### src/rtl/slv_read_responder_if.sv
// AR/R channel bundle between a read master (or dispatcher) and slv_read_responder.
interface slv_read_responder_if #(
    parameter int DATA_WIDTH        = 32,
    parameter int ADDR_WIDTH        = 32,
    parameter int TRANS_MST_ID_W    = 5,
    parameter int TRANS_BURST_W     = 2,
    parameter int TRANS_DATA_LEN_W  = 3,
    parameter int TRANS_DATA_SIZE_W = 3
);
    logic [TRANS_MST_ID_W-1:0]    s_ARID;
    logic [ADDR_WIDTH-1:0]        s_ARADDR;
    logic [TRANS_BURST_W-1:0]     s_ARBURST;
    logic [TRANS_DATA_LEN_W-1:0]  s_ARLEN;
    logic [TRANS_DATA_SIZE_W-1:0] s_ARSIZE;
    logic                         s_ARVALID;
    logic                         s_ARREADY;
    logic [TRANS_MST_ID_W-1:0]    s_RID;
    logic [DATA_WIDTH-1:0]        s_RDATA;
    logic                         s_RLAST;
    logic                         s_RVALID;
    logic                         s_RREADY;

    modport master (
        output s_ARID, s_ARADDR, s_ARBURST, s_ARLEN, s_ARSIZE, s_ARVALID, s_RREADY,
        input  s_ARREADY, s_RID, s_RDATA, s_RLAST, s_RVALID
    );

    modport slave (
        input  s_ARID, s_ARADDR, s_ARBURST, s_ARLEN, s_ARSIZE, s_ARVALID, s_RREADY,
        output s_ARREADY, s_RID, s_RDATA, s_RLAST, s_RVALID
    );
endinterface

### src/rtl/slv_read_responder.sv
// AXI4-style read slave: queues AR requests, walks FIXED/INCR/WRAP bursts against a
// 1-cycle synchronous memory and returns R beats in order through a 2-entry skid FIFO.
//
// state    | meaning
// ST_IDLE  | no working burst; load queue head when one is present
// ST_ISSUE | issuing memory reads for the working burst, one per cycle with credit
module slv_read_responder #(
    parameter int DATA_WIDTH        = 32,
    parameter int ADDR_WIDTH        = 32,
    parameter int TRANS_MST_ID_W    = 5,
    parameter int TRANS_BURST_W     = 2,
    parameter int TRANS_DATA_LEN_W  = 3,
    parameter int TRANS_DATA_SIZE_W = 3,
    parameter int OUTSTANDING_AMT   = 4
) (
    input  logic                  ACLK_i,
    input  logic                  ARESET_i,
    slv_read_responder_if.slave   s_if,
    output logic                  mem_rd_en_o,
    output logic [ADDR_WIDTH-1:0] mem_rd_addr_o,
    input  logic [DATA_WIDTH-1:0] mem_rd_data_i
);
    localparam int BPW      = DATA_WIDTH / 8;
    localparam int LOG2_BPW = $clog2(BPW);
    localparam int QP_W     = $clog2(OUTSTANDING_AMT);
    localparam logic [TRANS_BURST_W-1:0] BURST_FIXED = TRANS_BURST_W'(0);
    localparam logic [TRANS_BURST_W-1:0] BURST_INCR  = TRANS_BURST_W'(1);
    localparam logic [TRANS_BURST_W-1:0] BURST_WRAP  = TRANS_BURST_W'(2);

    typedef enum logic {ST_IDLE, ST_ISSUE} state_t;

    state_t r_state, w_state_nxt;

    logic [TRANS_MST_ID_W-1:0]    r_q_id    [OUTSTANDING_AMT];
    logic [ADDR_WIDTH-1:0]        r_q_addr  [OUTSTANDING_AMT];
    logic [TRANS_BURST_W-1:0]     r_q_burst [OUTSTANDING_AMT];
    logic [TRANS_DATA_LEN_W-1:0]  r_q_len   [OUTSTANDING_AMT];
    logic [TRANS_DATA_SIZE_W-1:0] r_q_size  [OUTSTANDING_AMT];
    logic [QP_W-1:0]              r_q_wp, r_q_rp;
    logic [QP_W:0]                r_q_cnt;
    logic                         w_q_full, w_q_empty, w_push;

    logic [ADDR_WIDTH-1:0]        w_h_addr, w_h_sz, w_h_beats, w_h_wmask;
    logic [TRANS_DATA_SIZE_W-1:0] w_h_size;
    logic [TRANS_BURST_W-1:0]     w_h_burst;
    logic                         w_h_wrap_ok;

    logic [ADDR_WIDTH-1:0]        r_addr, r_sz, r_wmask;
    logic [TRANS_MST_ID_W-1:0]    r_id;
    logic [TRANS_BURST_W-1:0]     r_burst;
    logic [TRANS_DATA_LEN_W-1:0]  r_rem;
    logic [ADDR_WIDTH-1:0]        w_incr_addr, w_wrap_base, w_wrap_addr, w_next_addr;

    logic                         r_if_vld, r_if_last;
    logic [TRANS_MST_ID_W-1:0]    r_if_id;
    logic [DATA_WIDTH-1:0]        r_sk_data [2];
    logic [TRANS_MST_ID_W-1:0]    r_sk_id   [2];
    logic                         r_sk_last [2];
    logic                         r_sk_wp, r_sk_rp;
    logic [1:0]                   r_sk_cnt;
    logic                         w_sk_pop, w_credit, w_issue, w_load;

    assign w_q_full          = (r_q_cnt == (QP_W+1)'(OUTSTANDING_AMT));
    assign w_q_empty         = (r_q_cnt == '0);
    assign s_if.s_ARREADY    = !w_q_full && !ARESET_i;
    assign w_push            = s_if.s_ARVALID && s_if.s_ARREADY;

    always_ff @(posedge ACLK_i) begin
        if (w_push) begin
            r_q_id[r_q_wp]    <= s_if.s_ARID;
            r_q_addr[r_q_wp]  <= s_if.s_ARADDR;
            r_q_burst[r_q_wp] <= s_if.s_ARBURST;
            r_q_len[r_q_wp]   <= s_if.s_ARLEN;
            r_q_size[r_q_wp]  <= s_if.s_ARSIZE;
        end
    end

    always_ff @(posedge ACLK_i) begin
        if (ARESET_i) begin
            r_q_wp  <= '0;
            r_q_rp  <= '0;
            r_q_cnt <= '0;
        end else begin
            if (w_push) r_q_wp <= r_q_wp + 1'b1;
            if (w_load) r_q_rp <= r_q_rp + 1'b1;
            case ({w_push, w_load})
                2'b10:   r_q_cnt <= r_q_cnt + 1'b1;
                2'b01:   r_q_cnt <= r_q_cnt - 1'b1;
                default: r_q_cnt <= r_q_cnt;
            endcase
        end
    end

    // Head decode: clamp SIZE, and downgrade illegal WRAP (bad length or unaligned) to INCR.
    always_comb begin
        w_h_addr  = r_q_addr[r_q_rp];
        w_h_size  = (r_q_size[r_q_rp] > TRANS_DATA_SIZE_W'(LOG2_BPW)) ?
                    TRANS_DATA_SIZE_W'(LOG2_BPW) : r_q_size[r_q_rp];
        w_h_sz    = ADDR_WIDTH'(1) << w_h_size;
        w_h_beats = ADDR_WIDTH'(r_q_len[r_q_rp]) + ADDR_WIDTH'(1);
        w_h_wmask = (w_h_sz * w_h_beats) - ADDR_WIDTH'(1);
        w_h_wrap_ok = (r_q_burst[r_q_rp] == BURST_WRAP) &&
                      ((w_h_beats == ADDR_WIDTH'(2)) || (w_h_beats == ADDR_WIDTH'(4)) ||
                       (w_h_beats == ADDR_WIDTH'(8))) &&
                      ((w_h_addr & (w_h_sz - ADDR_WIDTH'(1))) == '0);
        if (r_q_burst[r_q_rp] == BURST_FIXED) w_h_burst = BURST_FIXED;
        else if (w_h_wrap_ok)                 w_h_burst = BURST_WRAP;
        else                                  w_h_burst = BURST_INCR;
    end

    always_comb begin
        w_incr_addr = (r_addr & ~(r_sz - ADDR_WIDTH'(1))) + r_sz;
        w_wrap_base = r_addr & ~r_wmask;
        w_wrap_addr = w_wrap_base + ((r_addr + r_sz - w_wrap_base) & r_wmask);
        case (r_burst)
            BURST_FIXED: w_next_addr = r_addr;
            BURST_WRAP:  w_next_addr = w_wrap_addr;
            default:     w_next_addr = w_incr_addr;
        endcase
    end

    always_ff @(posedge ACLK_i) begin
        if (ARESET_i) r_state <= ST_IDLE;
        else          r_state <= w_state_nxt;
    end

    always_comb begin
        w_state_nxt = r_state;
        case (r_state)
            ST_IDLE:  if (!w_q_empty) w_state_nxt = ST_ISSUE;
            ST_ISSUE: if (w_issue && (r_rem == '0) && !w_load) w_state_nxt = ST_IDLE;
            default:  w_state_nxt = ST_IDLE;
        endcase
    end

    // Credit counts the beat arriving from memory plus skid entries left after this cycle's pop.
    always_comb begin
        w_credit      = ((2'(r_if_vld) + r_sk_cnt - 2'(w_sk_pop)) < 2'd2);
        w_issue       = (r_state == ST_ISSUE) && w_credit;
        w_load        = !w_q_empty && ((r_state == ST_IDLE) || (w_issue && (r_rem == '0)));
        mem_rd_en_o   = w_issue;
        mem_rd_addr_o = r_addr & ~ADDR_WIDTH'(BPW - 1);
    end

    always_ff @(posedge ACLK_i) begin
        if (ARESET_i) begin
            r_addr  <= '0;
            r_sz    <= '0;
            r_wmask <= '0;
            r_id    <= '0;
            r_burst <= '0;
            r_rem   <= '0;
        end else if (w_load) begin
            r_addr  <= w_h_addr;
            r_sz    <= w_h_sz;
            r_wmask <= w_h_wmask;
            r_id    <= r_q_id[r_q_rp];
            r_burst <= w_h_burst;
            r_rem   <= r_q_len[r_q_rp];
        end else if (w_issue) begin
            r_addr  <= w_next_addr;
            r_rem   <= r_rem - 1'b1;
        end
    end

    assign w_sk_pop = (r_sk_cnt != 2'd0) && s_if.s_RREADY;

    always_ff @(posedge ACLK_i) begin
        if (ARESET_i) begin
            r_if_vld  <= 1'b0;
            r_if_id   <= '0;
            r_if_last <= 1'b0;
            r_sk_wp   <= 1'b0;
            r_sk_rp   <= 1'b0;
            r_sk_cnt  <= 2'd0;
            for (int i = 0; i < 2; i++) begin
                r_sk_data[i] <= '0;
                r_sk_id[i]   <= '0;
                r_sk_last[i] <= 1'b0;
            end
        end else begin
            r_if_vld  <= w_issue;
            r_if_id   <= r_id;
            r_if_last <= (r_rem == '0);
            if (r_if_vld) begin
                r_sk_data[r_sk_wp] <= mem_rd_data_i;
                r_sk_id[r_sk_wp]   <= r_if_id;
                r_sk_last[r_sk_wp] <= r_if_last;
                r_sk_wp            <= ~r_sk_wp;
            end
            if (w_sk_pop) r_sk_rp <= ~r_sk_rp;
            case ({r_if_vld, w_sk_pop})
                2'b10:   r_sk_cnt <= r_sk_cnt + 2'd1;
                2'b01:   r_sk_cnt <= r_sk_cnt - 2'd1;
                default: r_sk_cnt <= r_sk_cnt;
            endcase
        end
    end

    assign s_if.s_RVALID = (r_sk_cnt != 2'd0);
    assign s_if.s_RID    = r_sk_id[r_sk_rp];
    assign s_if.s_RDATA  = r_sk_data[r_sk_rp];
    assign s_if.s_RLAST  = r_sk_last[r_sk_rp] && (r_sk_cnt != 2'd0);

endmodule

### src/flat_wrapper.sv
// flat-port wrapper written by rule: the top's interface ports become plain ports
module slv_read_responder_flat 
#(
    parameter int DATA_WIDTH        = 32,
    parameter int ADDR_WIDTH        = 32,
    parameter int TRANS_MST_ID_W    = 5,
    parameter int TRANS_BURST_W     = 2,
    parameter int TRANS_DATA_LEN_W  = 3,
    parameter int TRANS_DATA_SIZE_W = 3,
    parameter int OUTSTANDING_AMT   = 4
)
  (ACLK_i, ARESET_i, mem_rd_en_o, mem_rd_addr_o, mem_rd_data_i, s_if_s_ARID, s_if_s_ARADDR, s_if_s_ARBURST, s_if_s_ARLEN, s_if_s_ARSIZE, s_if_s_ARVALID, s_if_s_RREADY, s_if_s_ARREADY, s_if_s_RID, s_if_s_RDATA, s_if_s_RLAST, s_if_s_RVALID);
  slv_read_responder_if #(.DATA_WIDTH(DATA_WIDTH), .ADDR_WIDTH(ADDR_WIDTH), .TRANS_MST_ID_W(TRANS_MST_ID_W), .TRANS_BURST_W(TRANS_BURST_W), .TRANS_DATA_LEN_W(TRANS_DATA_LEN_W), .TRANS_DATA_SIZE_W(TRANS_DATA_SIZE_W)) s_if_i ();
  input  logic ACLK_i;
  input  logic ARESET_i;
  output logic mem_rd_en_o;
  output logic [ADDR_WIDTH-1:0] mem_rd_addr_o;
  input  logic [DATA_WIDTH-1:0] mem_rd_data_i;
  input wire logic [$bits(s_if_i.s_ARID)-1:0] s_if_s_ARID;
  input wire logic [$bits(s_if_i.s_ARADDR)-1:0] s_if_s_ARADDR;
  input wire logic [$bits(s_if_i.s_ARBURST)-1:0] s_if_s_ARBURST;
  input wire logic [$bits(s_if_i.s_ARLEN)-1:0] s_if_s_ARLEN;
  input wire logic [$bits(s_if_i.s_ARSIZE)-1:0] s_if_s_ARSIZE;
  input wire logic [$bits(s_if_i.s_ARVALID)-1:0] s_if_s_ARVALID;
  input wire logic [$bits(s_if_i.s_RREADY)-1:0] s_if_s_RREADY;
  output wire logic [$bits(s_if_i.s_ARREADY)-1:0] s_if_s_ARREADY;
  output wire logic [$bits(s_if_i.s_RID)-1:0] s_if_s_RID;
  output wire logic [$bits(s_if_i.s_RDATA)-1:0] s_if_s_RDATA;
  output wire logic [$bits(s_if_i.s_RLAST)-1:0] s_if_s_RLAST;
  output wire logic [$bits(s_if_i.s_RVALID)-1:0] s_if_s_RVALID;
  assign s_if_i.s_ARID = s_if_s_ARID;
  assign s_if_i.s_ARADDR = s_if_s_ARADDR;
  assign s_if_i.s_ARBURST = s_if_s_ARBURST;
  assign s_if_i.s_ARLEN = s_if_s_ARLEN;
  assign s_if_i.s_ARSIZE = s_if_s_ARSIZE;
  assign s_if_i.s_ARVALID = s_if_s_ARVALID;
  assign s_if_i.s_RREADY = s_if_s_RREADY;
  assign s_if_s_ARREADY = s_if_i.s_ARREADY;
  assign s_if_s_RID = s_if_i.s_RID;
  assign s_if_s_RDATA = s_if_i.s_RDATA;
  assign s_if_s_RLAST = s_if_i.s_RLAST;
  assign s_if_s_RVALID = s_if_i.s_RVALID;
  slv_read_responder #(.DATA_WIDTH(DATA_WIDTH), .ADDR_WIDTH(ADDR_WIDTH), .TRANS_MST_ID_W(TRANS_MST_ID_W), .TRANS_BURST_W(TRANS_BURST_W), .TRANS_DATA_LEN_W(TRANS_DATA_LEN_W), .TRANS_DATA_SIZE_W(TRANS_DATA_SIZE_W), .OUTSTANDING_AMT(OUTSTANDING_AMT)) u_core (.ACLK_i(ACLK_i), .ARESET_i(ARESET_i), .s_if(s_if_i), .mem_rd_en_o(mem_rd_en_o), .mem_rd_addr_o(mem_rd_addr_o), .mem_rd_data_i(mem_rd_data_i));
endmodule
### config.mk
export PLATFORM = sky130hd
export DESIGN_NAME = slv_read_responder_flat
export DESIGN_NICKNAME = d
export VERILOG_FILES = /design/src/rtl/slv_read_responder_if.sv /design/src/rtl/slv_read_responder.sv /design/src/flat_wrapper.sv
export SDC_FILE = /design/constraint.sdc
export NUM_CORES = 1
export LEC_CHECK = 0
export CORE_MARGIN = 2
export CORE_UTILIZATION = 40
export CTS_CLUSTER_SIZE = 10
export DETAILED_ROUTE_END_ITERATION = 12
export DONT_BUFFER_PORTS = 1
export GPL_ROUTABILITY_DRIVEN = 0
export SYNTH_ARGS = -nofsm -noshare
export SYNTH_HDL_FRONTEND = slang
export SYNTH_SLANG_ARGS = --single-unit
### constraint.sdc
create_clock -name ACLK_i -period 6.25 [get_ports ACLK_i]
set_input_delay 1.25 -clock ACLK_i [delete_from_list [all_inputs] [get_ports ACLK_i]]
set_output_delay 1.25 -clock ACLK_i [all_outputs]
set_load 0.05 [all_outputs]
==> results of run 1 <==
## synthesized netlist by cell type, types with 11 or more instances
library cell,n
and2_1,104
a31oi_1,13
nand4_1,14
xnor2_1,57
nand2b_1,16
buf_4,33
mux2_2,41
a21o_1,19
a211oi_1,15
nor3_1,49
o21a_1,12
o21ai_0,53
nand2_1,165
xor2_1,30
inv_1,119
nand3_1,35
edfxtp_1,256
ha_1,94
o211ai_1,25
clkbuf_1,52
nor2_1,101
or3_1,11
nor2b_1,35
mux4_2,42
dfxtp_1,98
fa_1,22
o21bai_1,11
a21oi_1,115
## critical path, delay by kind of cell, from the launching register on
| family | cells | cell delay (ps) |
|---|---|---|
| AO/OA/AOI/OAI | 9 | 1700 |
| XOR/XNOR | 1 | 250 |
| adder cells (fa/ha/maj) | 6 | 2240 |
| buffers and inverters | 1 | 40 |
| flip-flops | 1 | 450 |
| multiplexers | 1 | 620 |
| AND/OR/NAND/NOR | 3 | 270 |
## logic make-up (layout without fill, tap and decap cells)
| kind of cell | count (synthesis) | in the layout | share of synthesized area |
|---|---|---|---|
| buffers and inverters | 227 | 231 | 0.05299 |
| and+or+nand+nor | 569 | 569 | 0.1458 |
| adders and majority gates | 116 | 116 | 0.08150 |
| AOI/OAI and AO/OA | 352 | 352 | 0.1183 |
| DFF | 354 | 354 | 0.4865 |
| other | 2 | 29 | 0.0003786 |
| muxes | 91 | 91 | 0.07607 |
| xor gates and xnor gates | 87 | 87 | 0.03842 |
## layer usage
metal	up-vias	routed length, um
li1	6461	-
met1	6602	21940
met5	-	0
met3	52	3456
met2	362	21170
met4	0	790
## per-stage QoR
step,util,cell area (um2)
6_report,0.4444,21760
5_1_grt,0.4444,21760
4_1_cts,0.4444,21760
3_5_place_dp,0.4194,20530
3_3_place_gp,0.4194,20530
2_1_floorplan,-,19940
## sequential cells by signal (all words and copies together), names as in the netlist, 8 cells and up, named ones only
| signal | count |
|---|---|
| u_core.r_q_addr | 128 |
| u_core.r_sk_data | 64 |
| u_core.r_addr | 32 |
| u_core.r_wmask | 26 |
| u_core.r_q_id | 20 |
| u_core.r_q_len | 12 |
| u_core.r_q_size | 12 |
| u_core.r_sk_id | 10 |
| u_core.r_q_burst | 8 |
| u_core.r_sz | 8 |
## layout by cell type, fill, tap and decap left out, types with 5 or more instances in the layout
| cell type | n |
|---|---|
| a211oi_1 | 15 |
| ha_1 | 94 |
| nand4_1 | 14 |
| a31o_2 | 5 |
| nand3_1 | 35 |
| a21oi_1 | 115 |
| mux2i_1 | 6 |
| o21ai_0 | 53 |
| nand2b_1 | 16 |
| xnor2_1 | 57 |
| clkbuf_1 | 16 |
| mux4_2 | 42 |
| nor3_1 | 47 |
| edfxtp_1 | 256 |
| buf_4 | 44 |
| a311oi_1 | 8 |
| conb_1 | 29 |
| a21o_1 | 18 |
| xor2_1 | 30 |
| and2_1 | 104 |
| fa_1 | 22 |
| o21a_1 | 12 |
| clkbuf_16 | 42 |
| nand2_1 | 165 |
| a31oi_1 | 12 |
| o21bai_1 | 11 |
| inv_1 | 118 |
| o31ai_1 | 5 |
| nor2b_1 | 34 |
| mux2_2 | 41 |
| dfxtp_1 | 95 |
| o211ai_1 | 25 |
| or3_1 | 11 |
| nor2_1 | 100 |
## final cells by class
type	instances	area (um2)
clock buffer	61	1152
clock inverter	6	75.07
fill	4532	27190
inverter	120	450.4
multi-input combinational	1244	9264
sequential	354	9653
tap	664	830.8
timing repair buffer	44	330.3
## path summary, 6_finish.rpt
kind / start / endpoint / depth (start not counted)
setup / recovery: register / u_core.r_wmask[13]$_SDFFE_PP0P_ / 21
hold / removal: u_core.r_id[0]$_SDFFE_PP0P_ / u_core.r_id[0]$_SDFFE_PP0P_ / 2
setup reg to reg: register / u_core.r_wmask[13]$_SDFFE_PP0P_ / 21
hold reg to reg: u_core.r_id[0]$_SDFFE_PP0P_ / u_core.r_id[0]$_SDFFE_PP0P_ / 2
## report_power, final
group | internal, mW | switching [mW]
Clock | 1.28 | 0.926
Sequential | 2.86 | 0.341
Combinational | 2.20 | 3.72
==> metrics.txt, run 1 <==
run status complete, no violations; Fin. Hold Viols 0; relative slew slack 0.2660; final worst slack 609.8 ps; DRC 0; Synth Cell Area 19840 um2; final worst path period need 5640 ps; placed cells 2426; CTS sink cnt 354; Detailed Place HPWL 33.73 mm; Setup Fix Bufs, Post-CTS 0; CP endpoint kind register; RSZ-0062 raised after global routing false; Setup CP Type register to register; Via density 5.406; number of global-route vias before repair 13210; gr ovfl total 0; Setup TNS Final 0 ps; CTS clk-pin slew, worst paths 60 ps; global-route wire length before repair 74.46 mm; asr flop ratio synth 0; share of layout cells above drive strength 1 0.1225; Die X 226.7 um; Mapped Cells 1798; number of buffers added on ports 0; GR Util met1 0.2611; Synth warnings 0; total global-route track usage 0.1866; Synth area leader edfxtp_1; Ports 154; Clock Path Buffers 3; worst-path fanout max 9; crit path DAT 6120 ps; final wirelength 47.35 mm; CTS tree built; Slew Viols, Final 0; area grow syn2layout 9.683%; GR peak layer met2; Peak Freq 177.3 MHz; total CTS buffers 42; DRT iter0 DRCs 1151; top cell type's share of synthesized area 0.3876; Chip Height 226.7 um; fin crit share 0.9024; antenna violations before repair 0; dominant cells by area after synthesis edfxtp_1 39%, dfxtp_1 9.9%, ha_1 5.9%, mux4_2 4.8%, and2_1 3.3%; Startpoint Class register; initial core utilization 0.4052; CTS Hold Bufs 0; Initial DRT Pass Iterations 5; pre-CTS setup slack 585.5 ps; Slew @ Worst Pin 1097 ps; Worst Clk Skew 21.37 ps; Pwr per Cell Area 520.3 nW/um2; peak supply drop 0.0002545 V; worst min path class register to register; ordered list of cells on the worst path mux4_2 -> ha_1 -> xor2_1 -> nand2_1 -> ha_1 -> fa_1 -> fa_1 -> inv_1 -> ha_1 -> a21o_1 -> a21oi_1 -> o21bai_1 -> a21oi_1 -> o21bai_1 -> a21oi_1 -> nor2b_1 -> o21ai_0 -> nand2b_1 -> a211oi_1 -> ha_1 -> a211oi_1; mean post-synth cell area 11.03 um2; Final #Nets 2003; htree depth 2; vias after detailed routing 13480; cts repair resizes 0; clock root buffer clkbuf_16; row count 81; Core Region 48950 um2; Yosys cell types 96; pin count of the biggest net entering global routing 105; max incr delay on CP 620 ps; register bit total from synthesis 354; die footprint 51390 um2; final count of negative-setup-slack endpoints 0; Final Power 11.32 mW; final hold slack 450.3 ps; clk_lat worst skew 570 ps; grt met2 use 0.2914; Final ANT Viol Nets 0; grt met3 use 0.04445; P_leak 8.168 nW; Final Non-Filler Cells 2493; critical path required time 6730 ps; most used cell, CP ha_1; ys flop type edfxtp_1; sequential element share of the synthesized area 0.4865; Max Cap Viol 0; CP max stage cell mux4_2; DR WL/cell 18.99 um; ant diodes 0; reg-to-reg slack, setup 610 ps; Post-synth EDFFs 256
Power figures use the tool's default switching activity.
==> run 2, diff against run 1 <==
--- a/config.mk
+++ b/config.mk
@@ -6,11 +6,12 @@
 export NUM_CORES = 1
 export LEC_CHECK = 0
 export CORE_MARGIN = 2
-export CORE_UTILIZATION = 40
+export CORE_UTILIZATION = 55
 export CTS_CLUSTER_SIZE = 10
 export DETAILED_ROUTE_END_ITERATION = 12
 export DONT_BUFFER_PORTS = 1
 export GPL_ROUTABILITY_DRIVEN = 0
+export PLACE_DENSITY = 0.73
 export SYNTH_ARGS = -nofsm -noshare
 export SYNTH_HDL_FRONTEND = slang
 export SYNTH_SLANG_ARGS = --single-unit
==> run 2 against run 1 <==
  * Final area down 1.1%
  * Clock-buffer cell count up 3
  * Sequential cell count unchanged
  * First-iteration DRC count is 12% lower
  * Largest power group unchanged
  * Critical path type unchanged
  * Critical path depth stayed put
  * Combinational power is 1% lower
  * Clock skew up 25 ps
  * Fmax is 2.8% lower
==> metrics.txt, run 2 (synthesis results as in run 1) <==
htree depth 2 (unchanged); final wirelength 45.05 mm (was 47.35 mm); Startpoint Class register (unchanged); Largest regs u_core.r_q_addr (128), u_core.r_sk_data (64), u_core.r_addr (32) (unchanged); antenna violations before repair 1 (was 0); final count of negative-setup-slack endpoints 0 (unchanged); max incr delay on CP 610 ps (was 620 ps); Fill cells 2829 (was 4532); crit path DAT 6210 ps (was 6120 ps); die footprint 37600 um2 (was 51390 um2); CTS clk-pin slew, worst paths 50 ps (was 60 ps); relative slew slack 0.3434 (was 0.2660); commonest non-fill, non-tap cells in the layout 256 x edfxtp_1, 165 x nand2_1, 118 x inv_1 (unchanged); P_leak 8.171 nW (was 8.168 nW); CTS sink cnt 354 (unchanged); global-route wire length before repair 71.26 mm (was 74.46 mm); Ports 154 (unchanged); hold_sp u_core.r_id[2]$_SDFFE_PP0P_ (was u_core.r_id[0]$_SDFFE_PP0P_); Slew @ Worst Pin 984.8 ps (was 1097 ps); Final ANT Viol Nets 0 (unchanged); most used cell, CP ha_1 (unchanged); DR WL/cell 19.65 um (was 18.99 um); pin count of the biggest net entering global routing 105 (unchanged); Setup CP Type register to register (unchanged); number of global-route vias before repair 13390 (was 13210); clk_lat worst skew 550 ps (was 570 ps); CTS tree built (unchanged); Placed Area 20270 um2 (was 20530 um2); RSZ-0062 raised after global routing false (unchanged); Hold Crit Endpoint u_core.r_id[2]$_SDFFE_PP0P_ (was u_core.r_id[0]$_SDFFE_PP0P_); Final #Nets 2003 (unchanged); peak supply drop 0.0002769 V (was 0.0002545 V); Die X 193.9 um (was 226.7 um); worst min path class register to register (unchanged); clock root buffer clkbuf_16 (unchanged); Buf/Inv on CP 1 (unchanged); Via density 5.935 (was 5.406); fin crit share 0.9282 (was 0.9024); area grow syn2layout 8.434% (was 9.683%); Setup Fix Bufs, Post-CTS 0 (unchanged); critical path required time 6660 ps (was 6730 ps); share of layout cells above drive strength 1 0.1223 (was 0.1225); Peak Freq 172.4 MHz (was 177.3 MHz); most common cell after layout, fill and taps aside edfxtp_1 (unchanged); Worst Clk Skew 46.51 ps (was 21.37 ps); Clock Path Buffers 3 (unchanged); Fin. Hold Viols 0 (unchanged); CP max stage cell mux4_2 (unchanged); DRT iter0 DRCs 1018 (was 1151); ordered list of cells on the worst path mux4_2 -> ha_1 -> xor2_1 -> nand2_1 -> ha_1 -> fa_1 -> fa_1 -> inv_1 -> ha_1 -> a21o_1 -> a21oi_1 -> o21bai_1 -> a21oi_1 -> o21bai_1 -> a21oi_1 -> nor2b_1 -> o21ai_0 -> nand2b_1 -> a211oi_1 -> ha_1 -> a211oi_1 (unchanged); DRC 0 (unchanged); reg-to-reg slack, setup 450 ps (was 610 ps); initial core utilization 0.5577 (was 0.4052); final worst path period need 5801 ps (was 5640 ps); total global-route track usage 0.2357 (was 0.1866); CTS Hold Bufs 0 (unchanged); Final Instance Area 21510 um2 (was 21760 um2); worst-path fanout max 10 (was 9); Max Cap Viol 0 (unchanged); Detailed Place HPWL 31.19 mm (was 33.73 mm); Core Region 35570 um2 (was 48950 um2); run status complete, no violations (unchanged); WHS Path Cells 2 (unchanged); worst r2r path cells 21 (unchanged); Largest register FFs 128 (unchanged); Initial DRT Pass Iterations 5 (unchanged); CP endpoint kind register (unchanged); Setup TNS Final 0 ps (unchanged); Pwr per Cell Area 522.2 nW/um2 (was 520.3 nW/um2); Chip Height 193.9 um (was 226.7 um); Slew Viols, Final 0 (unchanged); Crit Reg-Reg Endpoint u_core.r_wmask[13]$_SDFFE_PP0P_ (unchanged); row count 69 (was 81); total CTS buffers 42 (unchanged); vias after detailed routing 13610 (was 13480); critical path's top delay family adder cells (unchanged); Biggest register u_core.r_q_addr (unchanged); gr ovfl total 0 (unchanged); number of buffers added on ports 0 (unchanged)
==> run 2: changes by cell type in the layout (fill, tap and decap cells not counted), sizes merged <==
cell	previous run	this run
clkbuf	61	64
clkinv	7	4
diode	0	1
inv	119	121
==> run 2: per-layer routing <==
metal  up-vias  track usage  share of wire  wire length [um]
li1       6455            -              -                 -
met2       479       0.3757           0.46             20660
met5         -            0              0                 0
met1      6600       0.3283           0.43             19500
met4         0      0.06061          0.021               950
met3        74      0.05392          0.087              3937
==> run 2: worst min-delay path: cells and delay by family, from the launching register on <==
| kind | cells | cell delay, ps |
|---|---|---|
| and+or+nand+nor | 1 | 50 |
| DFF | 1 | 310 |
| AOI/OAI and AO/OA | 1 | 50 |
==> run 2: worst max path at each step <==
stage                                                  to  slack [ps]  cells past startpoint
final                     u_core.r_wmask[13]$_SDFFE_PP0P_         450                     21
after global routing      u_core.r_wmask[13]$_SDFFE_PP0P_           6                     21
after CTS                 u_core.r_wmask[13]$_SDFFE_PP0P_         400                     21
after detailed placement  u_core.r_wmask[13]$_SDFFE_PP0P_         490                     21
after global placement    u_core.r_wmask[13]$_SDFFE_PP0P_         660                     21
after floorplan           u_core.r_wmask[13]$_SDFFE_PP0P_         160                     24
==> run 2: report_power, final <==
group	leakage, nW	switching (mW)	internal [mW]
Combinational	4.35	3.65	2.20
Clock	0.594	0.909	1.29
Sequential	3.23	0.323	2.86
Total	8.17	4.88	6.35
==> run 2: area by class of cell <==
| cell class | instances | area (um2) | share of cell area |
|---|---|---|---|
| Sequential cell | 354 | 9654 | 0.4489 |
| Multi-Input combinational cell | 1244 | 9264 | 0.4307 |
| Clock buffer | 64 | 1174 | 0.05457 |
| Tap cell | 461 | 576.8 | 0.02682 |
| Inverter | 120 | 450.4 | 0.02094 |
| Timing Repair Buffer | 44 | 330.3 | 0.01536 |
| Clock inverter | 5 | 56.30 | 0.002618 |
| Antenna cell | 1 | 2.502 | 0.0001163 |
==> run 2: repair_timing <==
action,in CTS,in global routing
resized for setup,0,1
hold endpoints to repair,0,0
setup endpoints to repair,0,1
==> run 2: stage by stage <==
step	worst slack [ps]	hold slack, ps	instances	total power, mW	utilization
2_1_floorplan	164.9	431.6	1825	7.865	-
3_3_place_gp	662.5	436.6	2223	8.881	0.5700
3_5_place_dp	493.8	445.0	2223	8.996	0.5700
4_1_cts	398.1	450.7	2292	11.23	0.6045
5_1_grt	5.814	472.4	2293	11.96	0.6047
6_report	449.0	452.7	2293	11.23	0.6047
